<file path="src/rtl/seg_scan_ctrl_if.sv">
// Display-side bus of the scan controller: cathode patterns and controls in,
// multiplexed anode/cathode drive and frame marker out.
interface seg_scan_ctrl_if #(
  parameter int unsigned DIGITS = 8
);
  logic [DIGITS*8-1:0] display;
  logic [DIGITS-1:0]   digit_en;
  logic [3:0]          brightness;
  logic [DIGITS-1:0]   anode;
  logic [7:0]          cathode;
  logic                frame_start;

  modport master (
    output display, digit_en, brightness,
    input  anode, cathode, frame_start
  );

  modport slave (
    input  display, digit_en, brightness,
    output anode, cathode, frame_start
  );
endinterface

</file>
<file path="src/rtl/seg_scan_ctrl.sv">
// Time-multiplexed digit scanner: per-frame snapshot of the cathode bus, guarded
// digit slots and a 16-level brightness window inside each slot.
module seg_scan_ctrl #(
  parameter int unsigned DIGITS     = 8,
  parameter int unsigned CLK_HZ     = 100_000_000,
  parameter int unsigned REFRESH_HZ = 1000,
  parameter int unsigned GUARD      = 16
) (
  input  logic          clk,
  input  logic          rst,
  seg_scan_ctrl_if.slave bus
);
  localparam int unsigned SLOT = CLK_HZ / (REFRESH_HZ * DIGITS);
  localparam int unsigned CntW = (SLOT > 1) ? $clog2(SLOT) : 1;
  localparam int unsigned IdxW = (DIGITS > 1) ? $clog2(DIGITS) : 1;

  if (SLOT <= GUARD + 1) begin : g_slot_check
    $error("seg_scan_ctrl: SLOT must exceed GUARD+1");
  end

  logic [CntW-1:0]     cnt_q, cnt_d;
  logic [IdxW-1:0]     idx_q, idx_d;
  logic [DIGITS*8-1:0] shadow_disp_q;
  logic [DIGITS-1:0]   shadow_en_q;
  logic [3:0]          shadow_bright_q;
  logic [DIGITS-1:0]   anode_q, anode_d;
  logic [7:0]          cathode_q, cathode_d;
  logic                frame_start_q;
  logic                snap;
  logic                lit;
  logic [31:0]         on_len;
  logic [31:0]         cnt_ext;

  always_comb begin
    snap  = (cnt_q == '0) && (idx_q == '0);
    cnt_d = cnt_q + CntW'(1);
    idx_d = idx_q;
    if (cnt_q == CntW'(SLOT - 1)) begin
      cnt_d = '0;
      idx_d = (idx_q == IdxW'(DIGITS - 1)) ? '0 : idx_q + IdxW'(1);
    end
  end

  // On-window length scales the post-guard part of the slot by (level+1)/16.
  always_comb begin
    on_len    = ((SLOT - GUARD) * (32'(shadow_bright_q) + 32'd1)) >> 4;
    cnt_ext   = 32'(cnt_q);
    lit       = (cnt_ext >= GUARD) && (cnt_ext < GUARD + on_len) && shadow_en_q[idx_q];
    anode_d   = '1;
    cathode_d = 8'hFF;
    if (lit) begin
      anode_d[idx_q] = 1'b0;
      cathode_d      = shadow_disp_q[idx_q*8 +: 8];
    end
  end

  always_ff @(posedge clk or negedge rst) begin
    if (!rst) begin
      cnt_q           <= '0;
      idx_q           <= '0;
      shadow_disp_q   <= '1;
      shadow_en_q     <= '0;
      shadow_bright_q <= '0;
      anode_q         <= '1;
      cathode_q       <= 8'hFF;
      frame_start_q   <= 1'b0;
    end else begin
      cnt_q         <= cnt_d;
      idx_q         <= idx_d;
      anode_q       <= anode_d;
      cathode_q     <= cathode_d;
      frame_start_q <= snap;
      // Snapshot only at frame start so a frame never mixes old and new patterns.
      if (snap) begin
        shadow_disp_q   <= bus.display;
        shadow_en_q     <= bus.digit_en;
        shadow_bright_q <= bus.brightness;
      end
    end
  end

  assign bus.anode       = anode_q;
  assign bus.cathode     = cathode_q;
  assign bus.frame_start = frame_start_q;
endmodule

</file>
<file path="src/flat_wrapper.sv">
// flat-port wrapper written by rule: the top's interface ports become plain ports
module seg_scan_ctrl_flat 
#(
  parameter int unsigned DIGITS     = 8,
  parameter int unsigned CLK_HZ     = 100_000_000,
  parameter int unsigned REFRESH_HZ = 1000,
  parameter int unsigned GUARD      = 16
)
  (clk, rst, bus_display, bus_digit_en, bus_brightness, bus_anode, bus_cathode, bus_frame_start);
  seg_scan_ctrl_if #(.DIGITS(DIGITS)) bus_i ();
  input  logic clk;
  input  logic rst;
  input wire logic [$bits(bus_i.display)-1:0] bus_display;
  input wire logic [$bits(bus_i.digit_en)-1:0] bus_digit_en;
  input wire logic [$bits(bus_i.brightness)-1:0] bus_brightness;
  output wire logic [$bits(bus_i.anode)-1:0] bus_anode;
  output wire logic [$bits(bus_i.cathode)-1:0] bus_cathode;
  output wire logic [$bits(bus_i.frame_start)-1:0] bus_frame_start;
  assign bus_i.display = bus_display;
  assign bus_i.digit_en = bus_digit_en;
  assign bus_i.brightness = bus_brightness;
  assign bus_anode = bus_i.anode;
  assign bus_cathode = bus_i.cathode;
  assign bus_frame_start = bus_i.frame_start;
  seg_scan_ctrl #(.DIGITS(DIGITS), .CLK_HZ(CLK_HZ), .REFRESH_HZ(REFRESH_HZ), .GUARD(GUARD)) u_core (.clk(clk), .rst(rst), .bus(bus_i));
endmodule
</file>
<file path="config.mk">
export PLATFORM = sky130hd
export DESIGN_NAME = seg_scan_ctrl_flat
export DESIGN_NICKNAME = d
export VERILOG_FILES = /design/src/rtl/seg_scan_ctrl_if.sv /design/src/rtl/seg_scan_ctrl.sv /design/src/flat_wrapper.sv
export SDC_FILE = /design/constraint.sdc
export NUM_CORES = 1
export LEC_CHECK = 0
export ABC_AREA = 1
export CORE_ASPECT_RATIO = 1.25
export CORE_UTILIZATION = 47
export DETAILED_ROUTE_END_ITERATION = 8
export GPL_ROUTABILITY_DRIVEN = 0
export PLACE_DENSITY_LB_ADDON = 0.1
export SYNTH_ARGS = -nofsm -noshare
export SYNTH_HDL_FRONTEND = slang
export SYNTH_SLANG_ARGS = --single-unit
</file>
<file path="constraint.sdc">
create_clock -name clk -period 3.64 [get_ports clk]
set_input_delay 0.546 -clock clk [delete_from_list [all_inputs] [get_ports clk]]
set_output_delay 0.546 -clock clk [all_outputs]
set_load 0.005 [all_outputs]
</file>
== Word-level counts from Yosys, hierarchy flattened ==
Cells that the tools add are included.

* Divide/modulo/power cells: 0
* Shifts and indexed selects: 1
* $add $sub $neg: 4
* Equality and inequality tests: 2
* Multiplexer cells: 8
* Bitwise operators: 1
* Magnitude comparators: 4
* Reduce and logical (&&, ||, !) cells: 6
* $mul: 1

{| class="wikitable"
|+ Operators with widths
! operator !! number
|-
| $shiftx A64 B7 Y8 || 1
|-
| $lt A14 B32 Y1 || 1
|-
| $mul A12 B32 Y30 const A || 1
|-
| $add A5 B28 Y29 const A || 1
|-
| $mux W8 || 2
|-
| $add A14 B1 Y14 const B || 1
|-
| $eq A14 B14 Y1 const B || 1
|-
| $ge A14 B5 Y1 const B || 1
|-
| $logic_not A14 Y1 || 1
|-
| $mux W14 || 1
|-
| $not A8 Y8 || 1
|-
| $add A4 B1 Y5 const B || 1
|-
| $logic_and A1 B1 Y1 || 4
|-
| $lt A3 B4 Y1 const B || 1
|-
| $add A3 B1 Y3 const B || 1
|-
| $bmux W1 S3 || 1
|-
| $demux W1 S3 || 1
|-
| $eq A3 B3 Y1 const B || 1
|-
| $ge A3 B1 Y1 const B || 1
|-
| $logic_not A3 Y1 || 1
|-
| $mux W3 || 1
|-
| $mux W1 || 2
|}

* Memories: 0
* Output and inout bits: 17
* Bits in registers: 110
* Memory bits (writable): 0
* Input bits: 78
* Memory bits (read-only): 0
* Latch bits: 0

== Logic depth before layout (Yosys ltp) ==
* Word-level depth: 7
* Gate-level depth with buffers: 30
* Gate-level depth less buffers: 29

== Worst setup path before layout ==
Ideal clock, no wire load.

* Path type: register to register
* Start: reg u_core.shadow_bright_q[1]
* End: reg u_core.anode_q[0] (netlist: u_core.bus.anode[0])
* Library setup time: 112 ps
* Buffers on the path: 1
* Arrival: 3681 ps
* Cell stages (with the launch flop): 26
* Path slack: -154 ps
* Period minus slack after synthesis: 3794 ps
* Cells stage by stage: dfrtp_1 nand3_1 xor2_1 inv_1 ha_1 ha_1 ha_1 nand2_1 nor2_1 nor2_1 nand3_1 nand2_2 nand2_1 nor2_1 nand2_2 xor2_1 ha_1 inv_1 nor3_1 a211oi_1 nand2_1 nand2_1 nand2_1 nand4_4 buf_6 nand3_1

* Word-level cells in the longest chain between the ends: 7

{| class="wikitable"
|+ Ends and longest elaborated chain
! item !! RTL line !! text
|-
| from (decl) || seg_scan_ctrl.sv:25 || <nowiki>logic [3:0] shadow_bright_q;</nowiki>
|-
| from (signal assigned) || seg_scan_ctrl.sv:77 || <nowiki>shadow_bright_q <= bus.brightness;</nowiki>
|-
| $add A4 B1 Y5 || seg_scan_ctrl.sv:46 || <nowiki>on_len = ((SLOT - GUARD) * (32'(shadow_bright_q) + 32'd1)) >> 4;</nowiki>
|-
| $mul A12 B32 Y30 || seg_scan_ctrl.sv:46 ||
|-
| $add A5 B28 Y29 || seg_scan_ctrl.sv:48 || <nowiki>lit = (cnt_ext >= GUARD) && (cnt_ext < GUARD + on_len) && shadow_en_q[idx_q];</nowiki>
|-
| $lt A14 B32 Y1 || seg_scan_ctrl.sv:48 ||
|-
| $logic_and A1 B1 Y1 (2 in series) || seg_scan_ctrl.sv:48 ||
|-
| $mux W8 || seg_scan_ctrl.sv:51 || <nowiki>if (lit) begin</nowiki>
|-
| via u_core.anode_d[0] || seg_scan_ctrl.sv:26 || <nowiki>logic [DIGITS-1:0] anode_q, anode_d;</nowiki>
|-
| to (signal assigned) || seg_scan_ctrl.sv:70 || <nowiki>anode_q <= anode_d;</nowiki>
|-
| to (decl) || seg_scan_ctrl.sv:26 ||
|}

The timed path passes the listed nets, and every way through them passes these cells.
A chain may end at the register's enable or synchronous reset.

== Final worst setup path ==
* Start: reg u_core.shadow_bright_q[0]
* End: reg u_core.cathode_q[5] (netlist: u_core.bus.cathode[5])

* Word-level cells in the longest chain between the ends: 7

{| class="wikitable"
|+ Ends and longest elaborated chain
! item !! RTL line !! text
|-
| $add A4 B1 Y5 || seg_scan_ctrl.sv:46 ||
|-
| $mul A12 B32 Y30 || seg_scan_ctrl.sv:46 ||
|-
| $add A5 B28 Y29 || seg_scan_ctrl.sv:48 ||
|-
| $lt A14 B32 Y1 || seg_scan_ctrl.sv:48 ||
|-
| $logic_and A1 B1 Y1 (2 in series) || seg_scan_ctrl.sv:48 ||
|-
| $mux W8 || seg_scan_ctrl.sv:51 ||
|-
| via u_core.cathode_d[5] || seg_scan_ctrl.sv:27 || <nowiki>logic [7:0] cathode_q, cathode_d;</nowiki>
|-
| to (signal assigned) || seg_scan_ctrl.sv:71 || <nowiki>cathode_q <= cathode_d;</nowiki>
|-
| to (decl) || seg_scan_ctrl.sv:27 ||
|}

The timed path passes the listed nets, and every way through them passes these cells.

==> impl_metrics.env <==
export IMPL_synth_seq_cells=110
export IMPL_fin_nets=1012
export IMPL_die_h_microns=129
export IMPL_clkTransAtPathRegs_ns=0.07
export IMPL_drive_above_1_share_pct=29.1
export IMPL_finClkSkew_ns=0.00659
export IMPL_diodes=0
export IMPL_io_pins=95
export IMPL_antenna_left=0
export IMPL_yosysSeqAreaShare_pct=47.1
export IMPL_drc=0
export IMPL_switching_power_w=0.000796
export IMPL_cp_max_fo=8
export IMPL_drv_cap=0
export IMPL_slew_headroom_pct=13.8
export IMPL_fin_tns_setup_ns=-2.46
export IMPL_min_period_ns=3.84
export IMPL_use_met3_pct=3.04
export IMPL_track_usage_pct=25.5
export IMPL_wl_per_cell_microns=15.5
export IMPL_num_rows=46
export IMPL_dp_hpwl_mm=11.8
export IMPL_status="finished with violations"
export IMPL_power_internal_w=0.00222
export IMPL_clock_sinks=110
export IMPL_fmax_mhz=260
export IMPL_worst_ep_arrival_time_ns=4.12
export IMPL_cp_end_kind="flip-flop"
export IMPL_synth_common_cells="nand2_1, inv_1, dfstp_2"
export IMPL_reg2reg_from="u_core.shadow_bright_q[0]"
export IMPL_pwr_share_clk_pct=34.4
export IMPL_dieArea_sq_um=13400
export IMPL_initial_utilization_pct=47.9
export IMPL_ys_warn_count=0
export IMPL_syn_nets=870
export IMPL_syn_area_per_cell_sq_um=8.00
export IMPL_reg2regPathDepth=27
export IMPL_area_growth_pct=37.7
export IMPL_cts_made_buffers=9
export IMPL_synthTopCellsByArea="dfstp_2, nand2_1, dfrtp_1"
export IMPL_final_util_pct=65.9
export IMPL_core_sq_um=12700
export IMPL_met1_usage_pct=29.6
export IMPL_cts_tree="built"
export IMPL_grt_antenna_before_repair=0
export IMPL_route_detailed_vias_per_inst=5.15
export IMPL_setup_violations=16
export IMPL_fin_ws_ns=-0.199
export IMPL_cp_slowest_cell="dfrtp_2"
export IMPL_yosysMostFrequentCell="nand2_1"
export IMPL_pwr_share_seq_pct=44.1
export IMPL_drt_iter0_drc=339
export IMPL_hold_path_class="input pin to asynchronous set/reset pin"
export IMPL_crit_required_ns=3.92
export IMPL_r2r_end="u_core.bus.cathode[5]"
export IMPL_violations="setup timing"
export IMPL_ys_flop_type="dfstp_2"
export IMPL_worst_setup_path_type="flip-flop to flip-flop"
export IMPL_grt_pass1_vias=5429
export IMPL_worstMarginPinSlew_ns=1.28
export IMPL_setup_worst_path_end="u_core.bus.cathode[5]"
export IMPL_globalRoute_busiestLayer="met2"
export IMPL_drv_slew=0
export IMPL_p_leak_nw=3.96
export IMPL_synth_edf_count=0
export IMPL_power_density_nw_per_um2=362
export IMPL_grt_max_degree=64
export IMPL_crit_family="simple AND/OR/NAND/NOR gates"
export IMPL_cp_start_kind="flip-flop"
export IMPL_synth_top_area_cell="dfstp_2"
export IMPL_postCtsHoldBufs=0
export IMPL_path_depth=27
export IMPL_peakVddDrop_v=0.000256
export IMPL_vias=5522
export IMPL_nFillCells=1047
export IMPL_htreeDepth=3
export IMPL_reg2reg_setup_slack_ns=-0.20
export IMPL_crit_top_cell="buf_4"
export IMPL_grt_pass1_wl_mm=26.5
export IMPL_clk_latency_ns=0.34
export IMPL_finalCritPeriodShare_pct=105
export IMPL_grt_overflow=0
export IMPL_crit_buf_inv=10
export IMPL_dr_pass1_iters=5
export IMPL_swShare_pct=26.4
export IMPL_grt_use_met2_pct=47.1
export IMPL_synthArstFlopShare_pct=100
export IMPL_wl_mm=16.6
export IMPL_crit_start="u_core.shadow_bright_q[0]"
export IMPL_rsz0062_at_grt="yes"
export IMPL_pwr_share_comb_pct=21.4
export IMPL_synth_area_sq_um=6060
export IMPL_synth_cell_types=44
export IMPL_slowest_delay_ns=0.47
export IMPL_clockBufferDepth=2
export IMPL_synthCells=758
export IMPL_fp_dieW_microns=104
export IMPL_clockRootBuffer="clkbuf_16"
export IMPL_io_buffers=94
export IMPL_synth_top_area_share_pct=34.7
export IMPL_finalHoldViolCount=0
==> what timing repair did <==
item / 4_1_cts / 5_1_grt
resized for setup: 45 / 54
gates cloned: 1 / 0
pin swaps: 25 / 32
setup buffers: 15 / 6
setup endpoints to repair: 16 / 16
endpoints found under the hold margin: 0 / 0
==> kinds of logic (layout without fill, tap and decap cells) <==
logic type	count (synthesis)	after routing	synth area share, %
buffers and inverters	113	259	7.39
AND/OR/NAND/NOR	420	421	29.6
flip-flops	110	110	47.1
AO/OA/AOI/OAI	73	73	7.62
adder cells (fa/ha/maj)	34	34	7.14
XOR/XNOR	8	8	1.16
==> registers in the layout, summed over array words and instances (netlist names) <==
| register | flops |
|---|---|
| u_core.bus.anode | 8 |
| u_core.cnt_q | 14 |
| u_core.bus.cathode | 8 |
| u_core.shadow_bright_q | 4 |
| u_core.shadow_disp_q | 64 |
| u_core.shadow_en_q | 8 |
| u_core.bus.frame_start | 1 |
| u_core.idx_q | 3 |
==> metal layers <==
layer | wire length (microns) | vias to the layer above
li1 | - | 2703
met1 | 6660 | 2625
met2 | 8830 | 149
met3 | 513 | 45
met4 | 595 | 0
met5 | 0 | -
==> power groups by stage <==
stage | Combinational [W] | Sequential, W | Clock (W)
2_1_floorplan | 0.000277 | 0.00134 | 0
3_3_place_gp | 0.000495 | 0.00135 | 0
3_5_place_dp | 0.000514 | 0.00135 | 0
4_1_cts | 0.000572 | 0.00133 | 0.00106
5_1_grt | 0.000710 | 0.00134 | 0.00112
6_report | 0.000648 | 0.00133 | 0.00104
==> cell type report <==
type	instances	area, sq um	share of cell area, %
sequential	110	2860	34.2
multi-input combinational	536	3240	38.8
clock inverter	6	86.3	1.03
clock buffer	10	229	2.74
timing repair buffer	150	1380	16.5
tap	168	210	2.52
inverter	93	354	4.24
==> worst min-delay path by stage <==
stage	startpoint	end	depth (start not counted)
floorplan	rst	u_core.bus.frame_start	0
global placement	u_core.cnt_q[0]	u_core.cnt_q[0]	1
detailed placement	u_core.shadow_disp_q[25]	u_core.shadow_disp_q[25]	2
CTS	rst	u_core.shadow_bright_q[3]	1
global route	rst	u_core.shadow_bright_q[2]	1
finish	rst	u_core.shadow_bright_q[3]	1
==> metrics by stage <==
stage,setup slack [ns],total power [W],hold slack [ns],instances,area [sq um]
3_5_place_dp,-0.235,0.00186,0.457,1035,7460
4_1_cts,-0.0615,0.00296,0.266,1067,8070
3_3_place_gp,-0.0982,0.00184,0.444,1035,7460
6_report,-0.199,0.00302,0.242,1073,8350
5_1_grt,-0.329,0.00316,0.291,1073,8350
2_1_floorplan,0.0284,0.00162,0.250,758,6130
==> placed cells by master (no fill, tap or decap), types with 2 or more instances in the layout <==
master           instances
a21o_1                   2
a21oi_1                 10
a21oi_2                  3
a221oi_1                10
a22oi_1                  7
buf_4                   55
bufinv_16                2
clkbuf_16                9
clkdlybuf4s50_1         93
clkinv_1                 2
clkinv_2                 2
dfrtp_1                 28
dfrtp_2                  2
dfstp_2                 80
ha_1                    20
ha_4                    12
inv_1                   77
inv_2                   12
inv_4                    2
nand2_1                286
nand2_2                 20
nand2_4                  7
nand3_1                 21
nand3_2                 22
nand3_4                  3
nand4_1                 11
nand4_4                  2
nor2_1                  23
nor2_2                   6
nor2_4                   3
nor3_1                   4
nor3_2                   7
o2111ai_1                2
o21a_1                   2
o21ai_0                 25
o22ai_1                  3
xor2_1                   5
xor2_2                   2
==> worst register-to-register path, cell delays in order (launching register included) <==
cell and delay [ns]:
dfrtp_2 0.47, ha_4 0.20, nand2_4 0.10, nor2_4 0.06
buf_4 0.13, ha_1 0.20, nand2_2 0.08, fa_2 0.26
inv_4 0.07, buf_4 0.13, buf_4 0.12, buf_4 0.13
buf_4 0.12, buf_4 0.12, buf_4 0.12, nand4_1 0.11
nand3_1 0.09, nand2_1 0.11, nand2_2 0.07, inv_2 0.07
o31ai_2 0.06, ha_1 0.31, nand2_1 0.06, inv_1 0.05
nand2_1 0.06, nand2_2 0.13, nand4_4 0.21, nand3_2 0.16
Power figures use the tool's default switching activity.
